### src/rtl/rf_arb_pkg.sv
// Shared types for the register-file write-port arbiter: FIFO entry layout,
// grant source and the hardwired-zero register index.
package rf_arb_pkg;
  localparam int RF_XLEN = 32;
  localparam int RF_AW   = 5;

  localparam logic [RF_AW-1:0] ZERO_REG = '0;

  typedef struct packed {
    logic               valid;
    logic               kill;
    logic [RF_AW-1:0]   rd;
    logic [RF_XLEN-1:0] data;
  } rf_entry_t;

  typedef enum logic [1:0] {GNT_NONE, GNT_WB, GNT_MDU} gnt_src_t;
endpackage

### src/rtl/rf_arb_fifo.sv
// Buffer for mdu results waiting for the write port. A kill strobe marks every
// queued entry with a matching rd as superseded by a younger writeback.
module rf_arb_fifo
  import rf_arb_pkg::*;
#(
  parameter int DEPTH = 4,
  localparam int PW = $clog2(DEPTH)
) (
  input  logic                          clk,
  input  logic                          rst,
  input  logic                          push,
  input  logic [RF_AW-1:0]              push_rd,
  input  logic [RF_XLEN-1:0]            push_data,
  input  logic                          pop,
  input  logic                          kill_en,
  input  logic [RF_AW-1:0]              kill_rd,
  output rf_entry_t                     head,
  output logic [DEPTH-1:0]              ent_valid,
  output logic [DEPTH-1:0]              ent_kill,
  output logic [DEPTH-1:0][RF_AW-1:0]   ent_rd,
  output logic [PW:0]                   count,
  output logic                          full,
  output logic                          empty
);
  rf_entry_t       mem [DEPTH];
  logic [PW-1:0]   rd_ptr;
  logic [PW-1:0]   wr_ptr;
  logic            do_pop;

  assign do_pop = pop && !empty;

  always_ff @(posedge clk or posedge rst) begin
    if (rst) begin
      for (int i = 0; i < DEPTH; i++) mem[i] <= '0;
      rd_ptr <= '0;
      wr_ptr <= '0;
      count  <= '0;
    end else begin
      for (int i = 0; i < DEPTH; i++) begin
        if (kill_en && mem[i].valid && mem[i].rd == kill_rd) mem[i].kill <= 1'b1;
      end
      if (do_pop) begin
        mem[rd_ptr].valid <= 1'b0;
        rd_ptr <= rd_ptr + PW'(1);
      end
      // The tail slot is never valid when push is allowed, so a same-edge kill cannot hit it.
      if (push) begin
        mem[wr_ptr] <= '{valid: 1'b1, kill: 1'b0, rd: push_rd, data: push_data};
        wr_ptr <= wr_ptr + PW'(1);
      end
      case ({push, do_pop})
        2'b10:   count <= count + (PW+1)'(1);
        2'b01:   count <= count - (PW+1)'(1);
        default: count <= count;
      endcase
    end
  end

  always_comb begin
    for (int i = 0; i < DEPTH; i++) begin
      ent_valid[i] = mem[i].valid;
      ent_kill[i]  = mem[i].kill;
      ent_rd[i]    = mem[i].rd;
    end
  end

  assign head  = mem[rd_ptr];
  assign full  = (count == (PW+1)'(DEPTH));
  assign empty = (count == '0);
endmodule

### src/rtl/rf_write_arbiter.sv
// Shares the register-file write port between writeback (priority) and buffered
// mdu results, with anti-starvation hold and read-after-write stall for Decode.
module rf_write_arbiter
  import rf_arb_pkg::*;
#(
  parameter int XLEN     = 32,
  parameter int AW       = 5,
  parameter int DEPTH    = 4,
  parameter int MAX_WAIT = 8
) (
  input  logic                     CLK,
  input  logic                     RST,
  input  logic                     wb_we_i,
  input  logic [AW-1:0]            wb_rd_i,
  input  logic [XLEN-1:0]          wb_data_i,
  input  logic                     mdu_valid_i,
  input  logic [AW-1:0]            mdu_rd_i,
  input  logic [XLEN-1:0]          mdu_data_i,
  output logic                     mdu_ready_o,
  input  logic [AW-1:0]            rs1D_i,
  input  logic [AW-1:0]            rs2D_i,
  output logic                     raw_stall_o,
  output logic                     hold_o,
  output logic                     rf_we_o,
  output logic [AW-1:0]            rf_a3_o,
  output logic [XLEN-1:0]          rf_wd3_o,
  output logic [$clog2(DEPTH):0]   occupancy_o
);
  localparam int AGW = $clog2(MAX_WAIT + 1);

  if (XLEN != RF_XLEN || AW != RF_AW || DEPTH < 2 || (DEPTH & (DEPTH - 1)) != 0 || MAX_WAIT < 1)
  begin : g_bad_params
    $error("rf_write_arbiter: unsupported parameter set");
  end

  rf_entry_t                 head;
  logic [DEPTH-1:0]          ent_valid;
  logic [DEPTH-1:0]          ent_kill;
  logic [DEPTH-1:0][AW-1:0]  ent_rd;
  logic [$clog2(DEPTH):0]    count;
  logic                      full;
  logic                      empty;
  logic [AGW-1:0]            age_q;
  logic                      wb_req;
  logic                      force_hold;
  logic                      push;
  gnt_src_t                  gnt;

  assign wb_req      = wb_we_i && (wb_rd_i != ZERO_REG);
  assign force_hold  = !empty && (age_q >= AGW'(MAX_WAIT));
  assign mdu_ready_o = !RST && !full;
  // x0 results complete the handshake but never occupy a slot.
  assign push        = mdu_valid_i && mdu_ready_o && (mdu_rd_i != ZERO_REG);

  always_comb begin
    gnt = GNT_NONE;
    if (force_hold)  gnt = GNT_MDU;
    else if (wb_req) gnt = GNT_WB;
    else if (!empty) gnt = GNT_MDU;
  end

  rf_arb_fifo #(.DEPTH(DEPTH)) u_fifo (
    .clk       (CLK),
    .rst       (RST),
    .push      (push),
    .push_rd   (mdu_rd_i),
    .push_data (mdu_data_i),
    .pop       (gnt == GNT_MDU),
    .kill_en   (gnt == GNT_WB),
    .kill_rd   (wb_rd_i),
    .head      (head),
    .ent_valid (ent_valid),
    .ent_kill  (ent_kill),
    .ent_rd    (ent_rd),
    .count     (count),
    .full      (full),
    .empty     (empty)
  );

  always_ff @(posedge CLK or posedge RST) begin
    if (RST) begin
      age_q <= '0;
    end else if (empty || gnt == GNT_MDU) begin
      age_q <= '0;
    end else if (age_q < AGW'(MAX_WAIT)) begin
      age_q <= age_q + AGW'(1);
    end
  end

  always_comb begin
    rf_we_o  = 1'b0;
    rf_a3_o  = '0;
    rf_wd3_o = '0;
    if (!RST) begin
      if (gnt == GNT_WB) begin
        rf_we_o  = 1'b1;
        rf_a3_o  = wb_rd_i;
        rf_wd3_o = wb_data_i;
      end else if (gnt == GNT_MDU && head.valid && !head.kill) begin
        rf_we_o  = 1'b1;
        rf_a3_o  = head.rd;
        rf_wd3_o = head.data;
      end
    end
  end

  assign hold_o = !RST && force_hold;

  // Killed entries will never write, so they must not stall Decode.
  always_comb begin
    raw_stall_o = 1'b0;
    for (int i = 0; i < DEPTH; i++) begin
      if (ent_valid[i] && !ent_kill[i] &&
          ((rs1D_i != ZERO_REG && ent_rd[i] == rs1D_i) ||
           (rs2D_i != ZERO_REG && ent_rd[i] == rs2D_i)))
        raw_stall_o = 1'b1;
    end
    if (mdu_valid_i &&
        ((rs1D_i != ZERO_REG && mdu_rd_i == rs1D_i) ||
         (rs2D_i != ZERO_REG && mdu_rd_i == rs2D_i)))
      raw_stall_o = 1'b1;
    if (RST) raw_stall_o = 1'b0;
  end

  assign occupancy_o = count;
endmodule

### config.mk
export PLATFORM = sky130hd
export DESIGN_NAME = rf_write_arbiter
export DESIGN_NICKNAME = d
export VERILOG_FILES = /design/src/rtl/rf_arb_pkg.sv /design/src/rtl/rf_arb_fifo.sv /design/src/rtl/rf_write_arbiter.sv
export SDC_FILE = /design/constraint.sdc
export NUM_CORES = 1
export LEC_CHECK = 0
export CAP_MARGIN = 20
export CORE_AREA = 2 2 169 138
export CTS_CLUSTER_SIZE = 30
export DETAILED_ROUTE_END_ITERATION = 12
export DIE_AREA = 0 0 171 140
export PLACE_DENSITY = 0.65
export SLEW_MARGIN = 10
export SYNTH_ARGS = -nofsm -noshare
export SYNTH_HDL_FRONTEND = slang
export SYNTH_SLANG_ARGS = --single-unit
### constraint.sdc
create_clock -name CLK -period 7.1 [get_ports CLK]
set_clock_uncertainty 0.15 [all_clocks]
set_input_delay 1.065 -clock CLK [delete_from_list [all_inputs] [get_ports CLK]]
set_output_delay 1.065 -clock CLK [all_outputs]
set_load 0.1 [all_outputs]
==> metrics.md, run 1 <==
| Metric | Value |
|---|---|
| Status | `finished, final reports clean` |
| Async S/R FF share, synth | `between 90% and 100%` |
| Die area | `around 0.024 sq mm` |
| Final wirelength | `~22 mm` |
| Layout area overhead | `18.4%` |
| Total of max-cap violations | `0` |
| Ports | `roughly 130` |
| Most frequently used cell type in the post-synthesis netlist | `dfrtp_1` |
| Slew Viols, Final | `0` |
| Clock latency on the worst-skew pair | `roughly 0.42 ns` |
| CTS Buf Count | `17` |
| Reg2Reg Setup Slack | `4.62 ns` |
| Post-CTS setup buffer count | `0` |
| Row cnt | `between 40 and 50` |
| CP required | `5.88 ns` |
| Tcrit/Tclk final | `between 70% and 80%` |
| Cells after Synth | `just over 700` |
| Antenna Nets Post-Route | `0` |
| Post-synth EDFFs | `0` |
| Crit path DAT | `just under 4 ns` |
| Number of global-route vias before repair | `roughly 6200` |
| Height of the die | `140 um` |
| PD cells | `around 440 mW/mm^2` |
| Synth cell count leaders | `dfrtp_1, mux2_4, nand2_1` |
| Pleak | `~0.0051 uW` |
| Final-layout fill cell count | `slightly below 2000` |
| Initial core utilization | `a little over two fifths` |
| Clock Path Buffers | `2` |
| Largest area contributor in the netlist | `dfrtp_1` |
| Vias | `5855` |
| Layout cells sized above 1 | `35.7%` |
| RSZ-0062 raised after global routing | `no` |
| Max H-tree Level | `4` |
| Startpoint types | `input port` |
| Min-delay worst type | `reg2reg` |
| Final Hold Fails | `0` |
| Post-synth net total | `between 800 and 900` |
| Area of the multi-input gates | `approximately 0.005 sq mm` |
| Post-synthesis register bit count | `between 150 and 200` |
| Relative slew slack | `around a third` |
| First-pass DRT Iterations | `5` |
| Peak supply drop | `about 210 uV` |
| First-pass GRT wire length | `roughly 36 mm` |
| Register area | `~0.0042 sq mm` |
| All-Layer GR Usage | `approximately a fifth` |
| Syn Area/Cell | `approximately 14 sq um` |
| Vias/cell | `approximately 5.2` |
| Total grt overflow | `0` |
| Gpl congestion | `around 0.94` |
| Clk slew on worst S/H paths | `0.07 ns` |
| Initial antenna violation count | `0` |
| Synth area leaders | `dfrtp_1, mux2_4, mux4_2` |
| I/O Buffers | `between 100 and 150` |
| Die Span X | `around 170 um` |
| Final critical-path required period | `around 5.2 ns` |
| ANT cells | `0` |
| CTS Root Cell | `clkbuf_16` |
| Distinct cells, synth | `40` |
| Measured slew at the worst slew-check pin | `a little over 1 ns` |
| Final setup violation count | `0` |
| Final setup TNS | `0 ns` |
| TritonCTS clock tree | `yes` |
| Post-layout util | `between 50% and 60%` |
| Top cell type's share of synthesized area | `43.5%` |
| # hold bufs at CTS | `0` |
| Largest net degree at the start of global routing | `62` |
| Worst Setup End Kind | `output pin` |
| Yosys warning count | `0` |
| Final #Nets | `approximately 910` |
| Sink Count | `between 150 and 200` |
| Initial DRC count | `394` |
| Post-CTS Resized | `0` |
| Largest fanout on the critical path | `6` |
| Drc violations | `0` |
| Main flop type after synthesis | `dfrtp_1` |
| Critical path class | `in2out` |
| Fmax | `between 150 and 200 MHz` |
| Sequential share of the synthesized area | `a little over two fifths` |
| Core Box Area | `0.0222 sq mm` |
| Mapped cell area | `0.00962 sq mm` |
| DP Wirelength | `13.7 mm` |
| Routed len/inst | `between 15 and 20 um` |
[layout make-up]
cell class / instances / area share, %
Clock buffer: 20 / 4.01
Inverter: 12 / 0.429
Tap cell: 306 / 3.36
Clock inverter: 12 / 0.824
Timing Repair Buffer: 140 / 11.3
Sequential cell: 167 / 36.7
Multi-Input combinational cell: 469 / 43.3
[kinds of logic after synthesis]
family | Yosys count | share of synthesized area, %
mux | 187 | 31.0
flops | 167 | 43.5
simple gates | 124 | 6.30
xor+xnor | 76 | 6.92
compound gates | 70 | 5.26
buf+inv | 68 | 5.41
fa+ha+maj | 12 | 1.64
[worst paths after layout]
check / cells past startpoint / start / end
min in group asynchronous: 2 / RST / u_fifo.ent_rd[4]
worst min-delay path: 1 / age_q[0] / age_q[0]
worst max-delay path: 7 / wb_rd_i[0] / rf_we_o
worst max register to register: 8 / u_fifo.count[2] / u_fifo.count[2]
max in group asynchronous: 4 / RST / u_fifo.wr_ptr[1]
worst min register to register: 1 / age_q[0] / age_q[0]
[layer usage]
metal  global-route usage [%]  vias to the layer above  wire [um]
li1                         -                     2695          -
met1                     28.8                     2999      10900
met2                     29.3                      151       9810
met3                     3.25                       10       1000
met4                     4.06                        0        140
met5                        0                        -          0
[flip-flops by register name, summed over array words and instances (netlist names)]
signal,count
u_fifo.mem,128
u_fifo.ent_rd,20
age_q,4
u_fifo.ent_kill,4
u_fifo.ent_valid,4
u_fifo.count,3
u_fifo.rd_ptr,2
u_fifo.wr_ptr,2
[where the power goes]
part | leakage [uW] | switching [uW] | total [uW] | internal, uW
clock | 0.000264 | 399 | 871 | 471
combinational | 0.00285 | 1150 | 2400 | 1260
sequential | 0.00203 | 355 | 1780 | 1420
[cells in the final DEF, fill, tap and decap left out, drive strengths merged, types with 15 or more instances in the layout]
master,count
xor2,30
clkbuf,20
dfrtp,167
inv,15
a21oi,42
clkdlybuf4s50,94
buf,46
mux2,148
xnor2,46
nand2,85
mux4,38
[worst max-delay path: stages]
cell	delay, ns
clkdlybuf4s50_1	0.59
or4_4	0.62
o21ai_4	0.22
o211a_1	0.21
o21ai_4	0.08
inv_1	0.07
clkdlybuf4s50_1	1.12
[per-stage QoR]
step	hold WS, ns	setup slack (ns)	power, uW	std cells	instance area, sq um
final	0.331	1.90	5050	1126	11400
after floorplan	0.301	1.19	3720	704	9620
after global placement	0.323	1.95	4170	1094	10800
after CTS	0.340	1.92	5090	1126	11400
after global routing	0.363	1.74	5340	1126	11400
after detailed placement	0.330	1.92	4200	1094	10800
No activity file was read; power rests on OpenSTA's default activity.
==> run 2: changes to the inputs <==
==> constraint.sdc (replaced) <==
create_clock -name CLK -period 4.9 [get_ports CLK]
set_clock_uncertainty 0.15 [all_clocks]
set_input_delay 0.735 -clock CLK [delete_from_list [all_inputs] [get_ports CLK]]
set_output_delay 0.735 -clock CLK [all_outputs]
set_load 0.1 [all_outputs]
==> run 2 against run 1 <==
Combinational power up 53%. Global-route usage decreased by 0.40 points. Non-clock buffer count grew 1. First-iteration DRC count down 8.6%. Sequential share of layout area down 1.6 points. Critical endpoint is now rf_a3_o[3].
==> metrics.md, run 2 (same netlist as run 1, synthesis figures left out) <==
| Metric | Value |
|---|---|
| CTS Root Cell | `clkbuf_16` |
| Max FFs per register | `128 (unchanged)` |
| Largest fanout on the critical path | `37 (+31)` |
| Die Span X | `171 um (unchanged)` |
| Relative slew slack | `35.6% (+3.6 points)` |
| Number of global-route vias before repair | `6054 (-2.4%)` |
| Commonest cells after routing, fill and taps aside | `dfrtp_1, mux2_4, clkdlybuf4s50_1` |
| Drc violations | `0 (unchanged)` |
| Final setup TNS | `0 ns (unchanged)` |
| Clk slew on worst S/H paths | `0.07 ns (about the same)` |
| Measured slew at the worst slew-check pin | `0.963 ns (-0.0532 ns)` |
| Total grt overflow | `0 (unchanged)` |
| TritonCTS clock tree | `yes` |
| Status | `finished, final reports clean` |
| Post-CTS setup buffer count | `0 (unchanged)` |
| Gpl congestion | `0.875 (-7.3%)` |
| Peak supply drop | `265 uV (+25%)` |
| Crit-path max cell delay | `0.60 ns (-0.52 ns)` |
| CP required | `4.01 ns (-1.87 ns)` |
| Commonest non-fill, non-tap cell in the layout | `dfrtp_1` |
| Layout area overhead | `23.9%` |
| First-pass DRT Iterations | `5 (unchanged)` |
| Post-layout util | `53.7% (+2.4 points)` |
| Crit path DAT | `3.29 ns (-0.69 ns)` |
| Initial DRC count | `360 (-8.6%)` |
| Vias | `5796 (-1.0%)` |
| Total of max-cap violations | `0 (unchanged)` |
| Largest net degree at the start of global routing | `168 (+170%)` |
| Pleak | `0.00529 uW (+2.9%)` |
| Ports | `132 (unchanged)` |
| Startpoint types | `input port` |
| Post-CTS Resized | `0 (unchanged)` |
| Top reg by flops | `u_fifo.mem` |
| Vias/cell | `5.14 (-1.1%)` |
| RSZ-0062 raised after global routing | `no` |
| Final wirelength | `21.7 mm (-0.65%)` |
| Initial antenna violation count | `0 (unchanged)` |
| Sink Count | `167 (unchanged)` |
| All-Layer GR Usage | `18.8% (-0.40 points)` |
| Core Box Area | `0.0222 sq mm (unchanged)` |
| Max H-tree Level | `4 (unchanged)` |
| Die area | `0.0239 sq mm (unchanged)` |
| Height of the die | `140 um (unchanged)` |
| Tcrit/Tclk final | `a little under nine tenths` |
| Crit path buf inv count | `3 (unchanged)` |
| Routed len/inst | `19.3 um (-0.73%)` |
| Clock Path Buffers | `2 (unchanged)` |
| Antenna Nets Post-Route | `0 (unchanged)` |
| Hold slack final | `0.338 ns (+0.00694 ns)` |
| Final critical-path required period | `about 4.2 ns` |
| CTS Buf Count | `17 (unchanged)` |
| Slew Viols, Final | `0 (unchanged)` |
| Critical path class | `in2out` |
| Layout cells sized above 1 | `37.4% (+1.7 points)` |
| Worst Setup End Kind | `output pin` |
| Min-delay worst type | `reg2reg` |
| Setup ws final | `0.720 ns (-1.18 ns)` |
| First-pass GRT wire length | `34.8 mm (-2.2%)` |
| Worst path top cell family by delay | `buffers and inverters` |
| DP Wirelength | `13.7 mm (+0.11%)` |
| # hold bufs at CTS | `0 (unchanged)` |
| Final setup violation count | `0 (unchanged)` |
| PD cells | `633 mW/mm^2 (+43%)` |
| Final Hold Fails | `0 (unchanged)` |
| I/O Buffers | `131 (unchanged)` |
| Worst-path cell chain | `clkdlybuf4s50_1 > or4_4 > o21ai_4 > a21o_1 > buf_4 > nand2_1 > a21oi_2 > buf_12` |
| ANT cells | `0 (unchanged)` |
| Clock latency on the worst-skew pair | `0.43 ns (about the same)` |
| Row cnt | `49 (unchanged)` |
| Fmax | `239 MHz` |
| Final #Nets | `908 (+0.11%)` |
| Initial core utilization | `43.3% (unchanged)` |
| Pre-CTS setup slack | `0.726 ns (-1.19 ns)` |
| Critical path's slowest cell | `clkdlybuf4s50_1` |
==> run 2: cell type report <==
type	instances	area, sq um
Clock inverter	14	125
Inverter	12	48.8
Fill cell	1869	10300
Timing Repair Buffer	141	1770
Tap cell	306	383
Sequential cell	167	4180
Multi-Input combinational cell	469	4960
Clock buffer	18	439
==> run 2: worst paths after layout <==
kind,slack (ns),cells past startpoint,endpoint,start
worst max register to register,2.47,11,u_fifo.count[2],u_fifo.count[0]
min in group asynchronous,0.89,3,u_fifo.ent_valid[0],RST
worst min-delay path,0.34,1,age_q[0],age_q[0]
max in group asynchronous,2.98,3,u_fifo.rd_ptr[1],RST
worst min register to register,0.34,1,age_q[0],age_q[0]
worst max-delay path,0.72,8,rf_a3_o[3],wb_rd_i[2]
==> run 2: where the power goes <==
group	total [uW]	internal (uW)	leakage (uW)	switching (uW)
registers	2580	2060	0.00203	516
clock network	1300	687	0.000280	611
logic	3670	1980	0.00299	1690
==> run 2: metrics by stage <==
step	std cells	cell area (sq um)	power (uW)
floorplan	704	9650	5400
global route	1127	11900	7950
detailed placement	1095	11400	6280
finish	1127	11900	7550
CTS	1127	11900	7600
global placement	1095	11400	6220
==> run 2: routing by layer <==
layer | vias up | GRT usage, % | wire, um
met3 | 13 | 3.65 | 948
met1 | 2944 | 28.3 | 10700
met2 | 146 | 28.1 | 9860
li1 | 2693 | - | -
met4 | 0 | 4.19 | 167
met5 | - | 0 | 0
